[src/rtl/ecc_pkg.sv]
// Shared types for the ECC scrub engine: codeword layout and scrub FSM states.
package ecc_pkg;
  localparam int CW_W   = 39;
  localparam int DATA_W = 32;

  typedef logic [CW_W-1:0] codeword_t;

  typedef enum logic [2:0] {
    S_IDLE,
    S_RD,
    S_DEC,
    S_WB,
    S_NEXT,
    S_FIN
  } scrub_state_e;
endpackage

[src/rtl/ecc_scrubber_if.sv]
// Memory port plus the decoder side-channel, as seen from the scrubber (master).
interface ecc_scrubber_if import ecc_pkg::*; #(
  parameter int ADDR_W = 10
) ();
  logic              mem_req;
  logic              mem_we;
  logic [ADDR_W-1:0] mem_addr;
  codeword_t         mem_wdata;
  codeword_t         mem_rdata;
  logic              mem_ack;
  codeword_t         dec_in;
  codeword_t         dec_out;
  logic              dec_err;
  logic              dec_sgl;
  logic              dec_dbl;

  modport master (
    output mem_req, mem_we, mem_addr, mem_wdata, dec_in,
    input  mem_rdata, mem_ack, dec_out, dec_err, dec_sgl, dec_dbl
  );

  modport slave (
    input  mem_req, mem_we, mem_addr, mem_wdata, dec_in,
    output mem_rdata, mem_ack, dec_out, dec_err, dec_sgl, dec_dbl
  );
endinterface

[src/rtl/sat_counter.sv]
// Counter that sticks at all-ones; clr wins over inc.
module sat_counter #(
  parameter int W = 16
) (
  input  logic         clk,
  input  logic         rst,
  input  logic         clr,
  input  logic         inc,
  output logic [W-1:0] q
);
  logic [W-1:0] cnt_q, cnt_d;

  always_comb begin
    cnt_d = cnt_q;
    if (clr)                 cnt_d = '0;
    else if (inc && ~&cnt_q) cnt_d = cnt_q + 1'b1;
  end

  always_ff @(posedge clk) begin
    if (rst) cnt_q <= '0;
    else     cnt_q <= cnt_d;
  end

  assign q = cnt_q;
endmodule

[src/rtl/ecc_scrubber.sv]
// Background scrubber: reads each word of a window through the SECDED decoder,
// writes back corrected single-bit errors and logs uncorrectable addresses.
module ecc_scrubber import ecc_pkg::*; #(
  parameter int ADDR_W  = 10,
  parameter int DEC_LAT = 1,
  parameter int CNT_W   = 16
) (
  input  logic                clk,
  input  logic                rst,
  input  logic                start,
  input  logic                abort,
  input  logic [ADDR_W-1:0]   cfg_base,
  input  logic [ADDR_W-1:0]   cfg_last,
  ecc_scrubber_if.master      bus,
  output logic                busy,
  output logic                done,
  output logic [CNT_W-1:0]    sgl_cnt,
  output logic [CNT_W-1:0]    dbl_cnt,
  output logic                dbl_valid,
  output logic [ADDR_W-1:0]   dbl_addr
);
  localparam int LAT_W = $clog2(DEC_LAT + 1);

  scrub_state_e      state_q, state_d;
  logic [ADDR_W-1:0] addr_q, addr_d;
  logic [ADDR_W-1:0] last_q, last_d;
  logic              abort_q, abort_d;
  logic [LAT_W-1:0]  lat_q, lat_d;
  logic              mem_req_q, mem_req_d;
  logic              mem_we_q, mem_we_d;
  codeword_t         mem_wdata_q, mem_wdata_d;
  codeword_t         dec_in_q, dec_in_d;
  logic              busy_q, busy_d;
  logic              dbl_valid_q, dbl_valid_d;
  logic [ADDR_W-1:0] dbl_addr_q, dbl_addr_d;
  logic              cnt_clr, sgl_inc, dbl_inc;
  logic              is_dbl;

  // Any flag pattern that is not a clean single-bit correction is uncorrectable.
  assign is_dbl = bus.dec_dbl || (bus.dec_err && !bus.dec_sgl);

  always_comb begin
    state_d     = state_q;
    addr_d      = addr_q;
    last_d      = last_q;
    abort_d     = abort_q;
    lat_d       = lat_q;
    mem_req_d   = mem_req_q;
    mem_we_d    = mem_we_q;
    mem_wdata_d = mem_wdata_q;
    dec_in_d    = dec_in_q;
    busy_d      = busy_q;
    dbl_valid_d = 1'b0;
    dbl_addr_d  = dbl_addr_q;
    cnt_clr     = 1'b0;
    sgl_inc     = 1'b0;
    dbl_inc     = 1'b0;

    if (state_q != S_IDLE && abort) abort_d = 1'b1;

    case (state_q)
      S_IDLE: begin
        if (start) begin
          addr_d  = cfg_base;
          last_d  = cfg_last;
          cnt_clr = 1'b1;
          busy_d  = 1'b1;
          if (cfg_base > cfg_last) begin
            state_d = S_FIN;
          end else begin
            mem_req_d = 1'b1;
            mem_we_d  = 1'b0;
            state_d   = S_RD;
          end
        end
      end
      S_RD: begin
        if (bus.mem_ack) begin
          dec_in_d  = bus.mem_rdata;
          mem_req_d = 1'b0;
          lat_d     = LAT_W'(DEC_LAT);
          state_d   = S_DEC;
        end
      end
      S_DEC: begin
        if (lat_q > LAT_W'(1)) begin
          lat_d = lat_q - 1'b1;
        end else if (is_dbl) begin
          dbl_inc     = 1'b1;
          dbl_addr_d  = addr_q;
          dbl_valid_d = 1'b1;
          state_d     = S_NEXT;
        end else if (bus.dec_sgl) begin
          sgl_inc     = 1'b1;
          mem_wdata_d = bus.dec_out;
          mem_req_d   = 1'b1;
          mem_we_d    = 1'b1;
          state_d     = S_WB;
        end else begin
          state_d = S_NEXT;
        end
      end
      S_WB: begin
        if (bus.mem_ack) begin
          mem_req_d = 1'b0;
          mem_we_d  = 1'b0;
          state_d   = S_NEXT;
        end
      end
      S_NEXT: begin
        if (addr_q == last_q || abort_q || abort) begin
          state_d = S_FIN;
        end else begin
          addr_d    = addr_q + 1'b1;
          mem_req_d = 1'b1;
          mem_we_d  = 1'b0;
          state_d   = S_RD;
        end
      end
      S_FIN: begin
        busy_d  = 1'b0;
        abort_d = 1'b0;
        state_d = S_IDLE;
      end
      default: state_d = S_IDLE;
    endcase
  end

  always_ff @(posedge clk) begin
    if (rst) begin
      state_q     <= S_IDLE;
      addr_q      <= '0;
      last_q      <= '0;
      abort_q     <= 1'b0;
      lat_q       <= '0;
      mem_req_q   <= 1'b0;
      mem_we_q    <= 1'b0;
      mem_wdata_q <= '0;
      dec_in_q    <= '0;
      busy_q      <= 1'b0;
      dbl_valid_q <= 1'b0;
      dbl_addr_q  <= '0;
    end else begin
      state_q     <= state_d;
      addr_q      <= addr_d;
      last_q      <= last_d;
      abort_q     <= abort_d;
      lat_q       <= lat_d;
      mem_req_q   <= mem_req_d;
      mem_we_q    <= mem_we_d;
      mem_wdata_q <= mem_wdata_d;
      dec_in_q    <= dec_in_d;
      busy_q      <= busy_d;
      dbl_valid_q <= dbl_valid_d;
      dbl_addr_q  <= dbl_addr_d;
    end
  end

  sat_counter #(.W(CNT_W)) u_sgl_cnt (
    .clk (clk),
    .rst (rst),
    .clr (cnt_clr),
    .inc (sgl_inc),
    .q   (sgl_cnt)
  );

  sat_counter #(.W(CNT_W)) u_dbl_cnt (
    .clk (clk),
    .rst (rst),
    .clr (cnt_clr),
    .inc (dbl_inc),
    .q   (dbl_cnt)
  );

  assign bus.mem_req   = mem_req_q;
  assign bus.mem_we    = mem_we_q;
  assign bus.mem_addr  = addr_q;
  assign bus.mem_wdata = mem_wdata_q;
  assign bus.dec_in    = dec_in_q;
  assign busy          = busy_q;
  assign done          = (state_q == S_FIN);
  assign dbl_valid     = dbl_valid_q;
  assign dbl_addr      = dbl_addr_q;
endmodule

[src/flat_wrapper.sv]
// flat-port wrapper written by rule: the top's interface ports become plain ports
module ecc_scrubber_flat import ecc_pkg::*;
#(
  parameter int ADDR_W  = 10,
  parameter int DEC_LAT = 1,
  parameter int CNT_W   = 16
)
  (clk, rst, start, abort, cfg_base, cfg_last, busy, done, sgl_cnt, dbl_cnt, dbl_valid, dbl_addr, bus_mem_req, bus_mem_we, bus_mem_addr, bus_mem_wdata, bus_dec_in, bus_mem_rdata, bus_mem_ack, bus_dec_out, bus_dec_err, bus_dec_sgl, bus_dec_dbl);
  ecc_scrubber_if #(.ADDR_W(ADDR_W)) bus_i ();
  input  logic clk;
  input  logic rst;
  input  logic start;
  input  logic abort;
  input  logic [ADDR_W-1:0] cfg_base;
  input  logic [ADDR_W-1:0] cfg_last;
  output logic busy;
  output logic done;
  output logic [CNT_W-1:0] sgl_cnt;
  output logic [CNT_W-1:0] dbl_cnt;
  output logic dbl_valid;
  output logic [ADDR_W-1:0] dbl_addr;
  output wire logic [$bits(bus_i.mem_req)-1:0] bus_mem_req;
  output wire logic [$bits(bus_i.mem_we)-1:0] bus_mem_we;
  output wire logic [$bits(bus_i.mem_addr)-1:0] bus_mem_addr;
  output wire logic [$bits(bus_i.mem_wdata)-1:0] bus_mem_wdata;
  output wire logic [$bits(bus_i.dec_in)-1:0] bus_dec_in;
  input wire logic [$bits(bus_i.mem_rdata)-1:0] bus_mem_rdata;
  input wire logic [$bits(bus_i.mem_ack)-1:0] bus_mem_ack;
  input wire logic [$bits(bus_i.dec_out)-1:0] bus_dec_out;
  input wire logic [$bits(bus_i.dec_err)-1:0] bus_dec_err;
  input wire logic [$bits(bus_i.dec_sgl)-1:0] bus_dec_sgl;
  input wire logic [$bits(bus_i.dec_dbl)-1:0] bus_dec_dbl;
  assign bus_mem_req = bus_i.mem_req;
  assign bus_mem_we = bus_i.mem_we;
  assign bus_mem_addr = bus_i.mem_addr;
  assign bus_mem_wdata = bus_i.mem_wdata;
  assign bus_dec_in = bus_i.dec_in;
  assign bus_i.mem_rdata = bus_mem_rdata;
  assign bus_i.mem_ack = bus_mem_ack;
  assign bus_i.dec_out = bus_dec_out;
  assign bus_i.dec_err = bus_dec_err;
  assign bus_i.dec_sgl = bus_dec_sgl;
  assign bus_i.dec_dbl = bus_dec_dbl;
  ecc_scrubber #(.ADDR_W(ADDR_W), .DEC_LAT(DEC_LAT), .CNT_W(CNT_W)) u_core (.clk(clk), .rst(rst), .start(start), .abort(abort), .cfg_base(cfg_base), .cfg_last(cfg_last), .bus(bus_i), .busy(busy), .done(done), .sgl_cnt(sgl_cnt), .dbl_cnt(dbl_cnt), .dbl_valid(dbl_valid), .dbl_addr(dbl_addr));
endmodule
[config.mk]
export PLATFORM = sky130hd
export DESIGN_NAME = ecc_scrubber_flat
export DESIGN_NICKNAME = d
export VERILOG_FILES = /design/src/rtl/ecc_pkg.sv /design/src/rtl/ecc_scrubber_if.sv /design/src/rtl/sat_counter.sv /design/src/rtl/ecc_scrubber.sv /design/src/flat_wrapper.sv
export SDC_FILE = /design/constraint.sdc
export NUM_CORES = 1
export LEC_CHECK = 0
export BUFFER_PORTS_ARGS = -buffer_cell sky130_fd_sc_hd__buf_2
export CORE_MARGIN = 10
export CORE_UTILIZATION = 41
export CTS_CLUSTER_SIZE = 20
export DETAILED_ROUTE_END_ITERATION = 7
export HOLD_SLACK_MARGIN = 0.02
export PLACE_DENSITY_LB_ADDON = 0.15
export SLEW_MARGIN = 20
export SYNTH_ARGS = -nofsm -noshare
export SYNTH_HDL_FRONTEND = slang
export SYNTH_SLANG_ARGS = --single-unit
[constraint.sdc]
create_clock -name clk -period 2.1 [get_ports clk]
set_clock_uncertainty 0.15 [all_clocks]
set_input_delay 0.21 -clock clk [delete_from_list [all_inputs] [get_ports clk]]
set_output_delay 0.21 -clock clk [all_outputs]
set_load 0.02 [all_outputs]
==> flow_summary_export.csv, run 1 <==
group,metric,value,unit
timing,period_needed,2.06,ns
cells_and_area,fin_util,63.2,%
route,wl,20.2,mm
cells_and_area,final_common_cell,"buf_2",
logic_synthesis,syn_nets,895,
die,die_h,143,microns
route,wl_per_cell,15.1,microns
run,maxCapViolCount,0,
cells_and_area,most-common-layout-cells,"buf_2, nand2_1, dfxtp_1",
pwr,p_sw_share,28.3,%
clock_tree,cts_buffer_depth,2,
timing,finalSetupTns,0,ns
clock_tree,cts_tree,"done",
grt,grt_pass1_wl,31.4,mm
route,vias_per_cell,4.88,
grt,grt_max_degree,56,
cells_and_area,nFillCells,1298,
logic_synthesis,ys_ff_latch,148,
route,num_vias,6513,
route,antenna_left,0,
pwr,power_frac_seq,39.9,%
cells_and_area,drive_gt1_share,29.0,%
critical_path,cp-end-kind,"flop",
timing,rsz0062_at_grt,"yes",
pwr,p_comb_share,20.7,%
pwr,cellPowerDensity,813,mW/mm^2
pwr,leakage,0.00432,uW
cells_and_area,area_growth,52.5,%
logic_synthesis,yosys-top-cells-area,"dfxtp_1, nand2_1, a21oi_1",
worst_hold_path,hp-class,"input port to flop",
critical_path,critPathKind,"input port to flop",
pwr,p_int,5540,uW
die,core_area,0.0150,sq mm
logic_synthesis,synthArstFlopShare,0,%
logic_synthesis,synth_top_area_cell,"dfxtp_1",
grt,antenna_found_initial,0,
logic_synthesis,yosysUniqueCellTypes,49,
route,dr.pass1.iters,6,
grt,grt_usage,18.9,%
pwr,p_switching,2190,uW
grt,grt_overflow,0,
timing,worstMarginPinSlew,0.458,ns
logic_synthesis,yosysWarningCount,0,
critical_path,critPathMaxFanout,3,
logic_synthesis,synthesis.area,0.00623,sq mm
logic_synthesis,synth_cells,776,
status,status,"completed",
cells_and_area,num-nets-final,1253,
logic_synthesis,synth_edf_count,0,
grt,grt_pass1_vias,6138,
pwr,irDropWorstVdd,0.881,mV
die,die_area,0.0205,sq mm
clock_tree,cts_inserted_buffers,17,
logic_synthesis,ys_seq_area_share,47.6,%
clock_tree,clock-sinks,148,
timing,max_slew_margin,69.4,%
route,drt-initial-drc-count,351,
clock_tree,cts-root-buf,"clkbuf_16",
critical_path,worstSetupStartpointType,"input port",
logic_synthesis,syn_area_per_cell,8.03,sq um
die,ios,241,
timing,finalSetupViolations,0,
clock_tree,path_clk_slew,0.06,ns
timing,slew_viol_final,0,
critical_path,required,2.27,ns
cells_and_area,antenna_cells,0,
pwr,p_clk_share,39.4,%
timing,hold_viol_final,0,
die,initial_utilization,41.4,%
timing,finalCritPeriodShare,98.2,%
critical_path,critPathArrivalTime,2.23,ns
timing,max_freq,485,MHz
place,port-buffer-count,240,
route,drc,0,
logic_synthesis,synth_ff_type,"dfxtp_1",
die,rows,45,
clock_tree,clock_latency,0.41,ns
logic_synthesis,yosys.area.top_type_share,47.6,%
clock_tree,htreeDepth,4,
place,hpwl,13.7,mm
die,die_w,143,microns
place,routabilityCongestion,0.805,
## kinds of logic (layout without fill, tap and decap cells)
logic type,after synthesis,count (layout),share of synthesized area [%]
and+or+nand+nor,350,350,24.9
DFF,148,148,47.6
buffers and inverters,62,433,4.06
muxes,12,12,1.93
adders and majority gates,13,13,2.61
xor gates and xnor gates,36,36,5.06
AOI/OAI and AO/OA,155,155,13.9
## sequential cells by signal, indices dropped and copies added, names as in the netlist
signal / flops
u_core.abort_q: 1
u_core.bus.dec_in: 39
u_core.bus.mem_addr: 10
u_core.bus.mem_req: 1
u_core.bus.mem_wdata: 39
u_core.bus.mem_we: 1
u_core.busy: 1
u_core.dbl_addr: 10
u_core.dbl_valid: 1
u_core.last_q: 10
u_core.state_q: 3
u_core.u_dbl_cnt.q: 16
u_core.u_sgl_cnt.q: 16
## timing repair
| item | CTS | global route |
|---|---|---|
| buffers inserted | 0 | 2 |
| endpoints found under the hold margin | 105 | 0 |
| resized for setup | 0 | 7 |
| hold buffers | 100 | 0 |
| endpoints found under the setup margin | 0 | 7 |
## Yosys cell counts, types with 5 or more instances
cell	number
nand2_1	204
and3_1	5
a31oi_1	5
nand2b_1	9
xnor2_1	7
dfxtp_1	148
nor2b_1	9
inv_1	15
nor2_1	50
mux2i_1	12
o21ai_0	12
nand4_1	14
a21oi_1	113
or3_1	5
nor3_1	15
xor2_1	29
nand3_1	16
clkbuf_1	41
ha_1	13
## final timing paths
kind | startpoint | endpoint | slack, ns | depth (start not counted)
max reg2reg | u_core.state_q[2] | u_core.u_sgl_cnt.q[12] | 0.06 | 6
min reg2reg | u_core.bus.dec_in[8] | u_core.bus.dec_in[8] | 0.30 | 2
max | cfg_base[6] | u_core.bus.mem_we | 0.04 | 9
min | cfg_base[2] | u_core.bus.mem_addr[2] | 0.06 | 4
## power groups by stage
stage | registers, uW | clock network [uW] | logic, uW
detailed placement | 3140 | 0 | 1430
CTS | 3080 | 3120 | 1580
global route | 3110 | 3250 | 1750
global placement | 3140 | 0 | 1430
floorplan | 3310 | 0 | 684
finish | 3090 | 3050 | 1600
## layout make-up
type | instances | area (sq um) | share of cell area, %
well taps | 188 | 235 | 2.48
flip-flops and latches | 148 | 2960 | 31.2
repair buffers | 386 | 2600 | 27.4
clock inverters | 13 | 159 | 1.67
multi-input cells | 566 | 3050 | 32.1
clock buffers | 19 | 433 | 4.56
inverters | 15 | 56.3 | 0.593
## worst max-delay path, cell delays in order
cell	delay, ns
dlygate4sd3_1	0.56
buf_2	0.14
ha_1	0.30
and3_1	0.18
nand4_1	0.11
o21bai_1	0.16
a31oi_1	0.23
nor3_2	0.09
a311oi_1	0.24
## through the flow
step / setup slack (ns) / area [sq um] / power (uW) / hold slack, ns / instances
6_report: 0.0382 / 9500 / 7730 / 0.0625 / 1335
5_1_grt: -0.0274 / 9500 / 8110 / 0.104 / 1335
4_1_cts: 0.0390 / 9460 / 7790 / 0.0457 / 1333
3_5_place_dp: 0.0810 / 7870 / 4570 / 0.293 / 1201
3_3_place_gp: 0.123 / 7870 / 4570 / 0.289 / 1201
2_1_floorplan: 0.00570 / 6240 / 3990 / 0.196 / 776
## routing by layer
metal | global-route usage (%) | vias to the layer above | wire [microns]
met2 | 30.9 | 194 | 9780
met4 | 5.43 | 0 | 300
met5 | 0 | - | 0
met3 | 7.61 | 27 | 1570
li1 | - | 3336 | -
met1 | 22.3 | 2956 | 8510
Power figures use the tool's default switching activity.
==> run 2, diff against run 1 <==
--- a/config.mk
+++ b/config.mk
@@ -8,6 +8,7 @@
 export BUFFER_PORTS_ARGS = -buffer_cell sky130_fd_sc_hd__buf_2
 export CORE_MARGIN = 10
 export CORE_UTILIZATION = 41
+export CTS_BUF_LIST = sky130_fd_sc_hd__clkbuf_4 sky130_fd_sc_hd__clkbuf_8
 export CTS_CLUSTER_SIZE = 20
 export DETAILED_ROUTE_END_ITERATION = 7
 export HOLD_SLACK_MARGIN = 0.02
==> run 2 against run 1 <==
Cell count unchanged. Utilization fell by 1.2 points. Global-route usage hardly changed. Critical path type is now flop to flop. Largest cell class unchanged.
==> flow_summary_export.csv, run 2 (synthesis results as in run 1) <==
group,metric,value,unit
grt,grt_usage,18.8,%
timing,rsz0062_at_grt,"yes",
timing,worstMarginPinSlew,0.458,ns
die,initial_utilization,41.4,%
run,maxCapViolCount,0,
die,rows,45,
route,wl,20.2,mm
die,ios,241,
route,wl_per_cell,15.1,microns
timing,finalCritPeriodShare,98.4,%
cells_and_area,final_common_cell,"buf_2",
die,die_h,143,microns
route,drt-initial-drc-count,332,
timing,finalSetupViolations,0,
cells_and_area,area_growth,49.6,%
status,status,"completed",
worst_hold_path,hp-start,"cfg_base[7]",
worst_hold_path,hold_path_end,"u_core.bus.mem_addr[7]",
critical_path,required,2.33,ns
route,num_vias,6508,
route,dr.pass1.iters,4,
critical_path,r2r_slack,0.03,ns
timing,max_freq,484,MHz
grt,grt_pass1_wl,31.3,mm
critical_path,critPathKind,"flop to flop",
cells_and_area,most-common-layout-cells,"buf_2, nand2_1, dfxtp_1",
grt,grt_max_degree,56,
route,vias_per_cell,4.87,
die,core_area,0.0150,sq mm
grt,grt_overflow,0,
clock_tree,path_clk_slew,0.08,ns
timing,fin_hold_ws,0.0657,ns
cells_and_area,fin_util,62.0,%
critical_path,r2r_end,"u_core.u_sgl_cnt.q[12]",
cells_and_area,antenna_cells,0,
timing,hold_viol_final,0,
grt,antenna_found_initial,0,
clock_tree,htreeDepth,4,
place,routabilityCongestion,0.805,
critical_path,critPathMaxFanout,5,
timing,period_needed,2.07,ns
route,drc,0,
worst_hold_path,hp-class,"input port to flop",
clock_tree,cts-root-buf,"clkbuf_8",
cells_and_area,drive_gt1_share,29.1,%
worst_hold_path,hold_depth,4,
cells_and_area,num-nets-final,1253,
critical_path,r2r-start,"u_core.state_q[2]",
clock_tree,clock_latency,0.44,ns
clock_tree,cts_buffer_depth,2,
die,die_w,143,microns
die,die_area,0.0205,sq mm
timing,max_slew_margin,69.5,%
critical_path,critPathArrivalTime,2.29,ns
critical_path,cp-end-kind,"flop",
critical_path,reg2reg_depth,6,
timing,slew_viol_final,0,
clock_tree,cts_tree,"done",
clock_tree,clock-sinks,148,
grt,grt_pass1_vias,6213,
clock_tree,cts_inserted_buffers,17,
critical_path,worstSetupStartpointType,"flop",
route,antenna_left,0,
pwr,irDropWorstVdd,0.578,mV
pwr,leakage,0.00424,uW
place,port-buffer-count,240,
cells_and_area,nFillCells,1323,
place,hpwl,13.7,mm
pwr,cellPowerDensity,748,mW/mm^2
==> run 2: cell types whose count changed in the layout (fill, tap and decap cells not counted), sizes merged <==
cell	change
dlygate4sd3	+1
buf	-1
==> run 2: final cells by class <==
type | count | area [sq um] | area share [%]
repair buffers | 386 | 2600 | 27.9
clock inverters | 13 | 159 | 1.71
flip-flops and latches | 148 | 2960 | 31.8
multi-input cells | 566 | 3050 | 32.8
well taps | 188 | 235 | 2.52
inverters | 15 | 56.3 | 0.604
clock buffers | 19 | 249 | 2.67
==> run 2: how the worst max path moves through the flow <==
stage                           start                     end  slack [ns]
2_1_floorplan  u_core.bus.mem_addr[5]  u_core.bus.mem_addr[0]       0.006
3_3_place_gp        u_core.state_q[2]  u_core.u_sgl_cnt.q[12]        0.12
3_5_place_dp        u_core.state_q[2]  u_core.u_sgl_cnt.q[12]        0.08
4_1_cts             u_core.state_q[2]  u_core.u_sgl_cnt.q[12]        0.07
5_1_grt             u_core.state_q[2]  u_core.u_sgl_cnt.q[12]       -0.04
6_report            u_core.state_q[2]  u_core.u_sgl_cnt.q[12]        0.03
==> run 2: layer usage <==
layer / share of wire (%) / wire length [microns] / up-vias / global-route usage, %
li1: - / - / 3331 / -
met1: 42 / 8430 / 2956 / 22.1
met2: 48 / 9740 / 188 / 30.5
met3: 7.7 / 1560 / 33 / 7.01
met4: 2.2 / 448 / 0 / 7.47
met5: 0 / 0 / - / 0
==> run 2: timing repair <==
| action | 4_1_cts | 5_1_grt |
|---|---|---|
| gates resized for setup | 0 | 7 |
| hold endpoints to repair | 106 | 0 |
| buffers inserted | 0 | 1 |
| setup endpoints to repair | 0 | 8 |
| hold buffers | 101 | 0 |
==> run 2: report_power, final <==
group	internal (uW)	switching [uW]
Combinational	698	900
Clock	1200	1090
Sequential	2970	107
==> run 2: critical path, stage by stage (launching register included) <==
cell and delay, ns:
dfxtp_2 0.34, or3b_4 0.40, or2_4 0.27, nor3_4 0.25, nand3_2 0.13, or3_1 0.34
a21oi_2 0.14
==> run 2: through the flow <==
| stage | TNS [ns] | area [sq um] | cells | power [uW] | setup slack [ns] |
|---|---|---|---|---|---|
| after global placement | 0 | 7870 | 1201 | 4570 | 0.123 |
| after global routing | -0.0421 | 9320 | 1335 | 7330 | -0.0421 |
| final | 0 | 9320 | 1335 | 6970 | 0.0338 |
| after floorplan | 0 | 6240 | 776 | 3990 | 0.00570 |
| after CTS | 0 | 9290 | 1334 | 7010 | 0.0659 |
| after detailed placement | 0 | 7870 | 1201 | 4570 | 0.0810 |
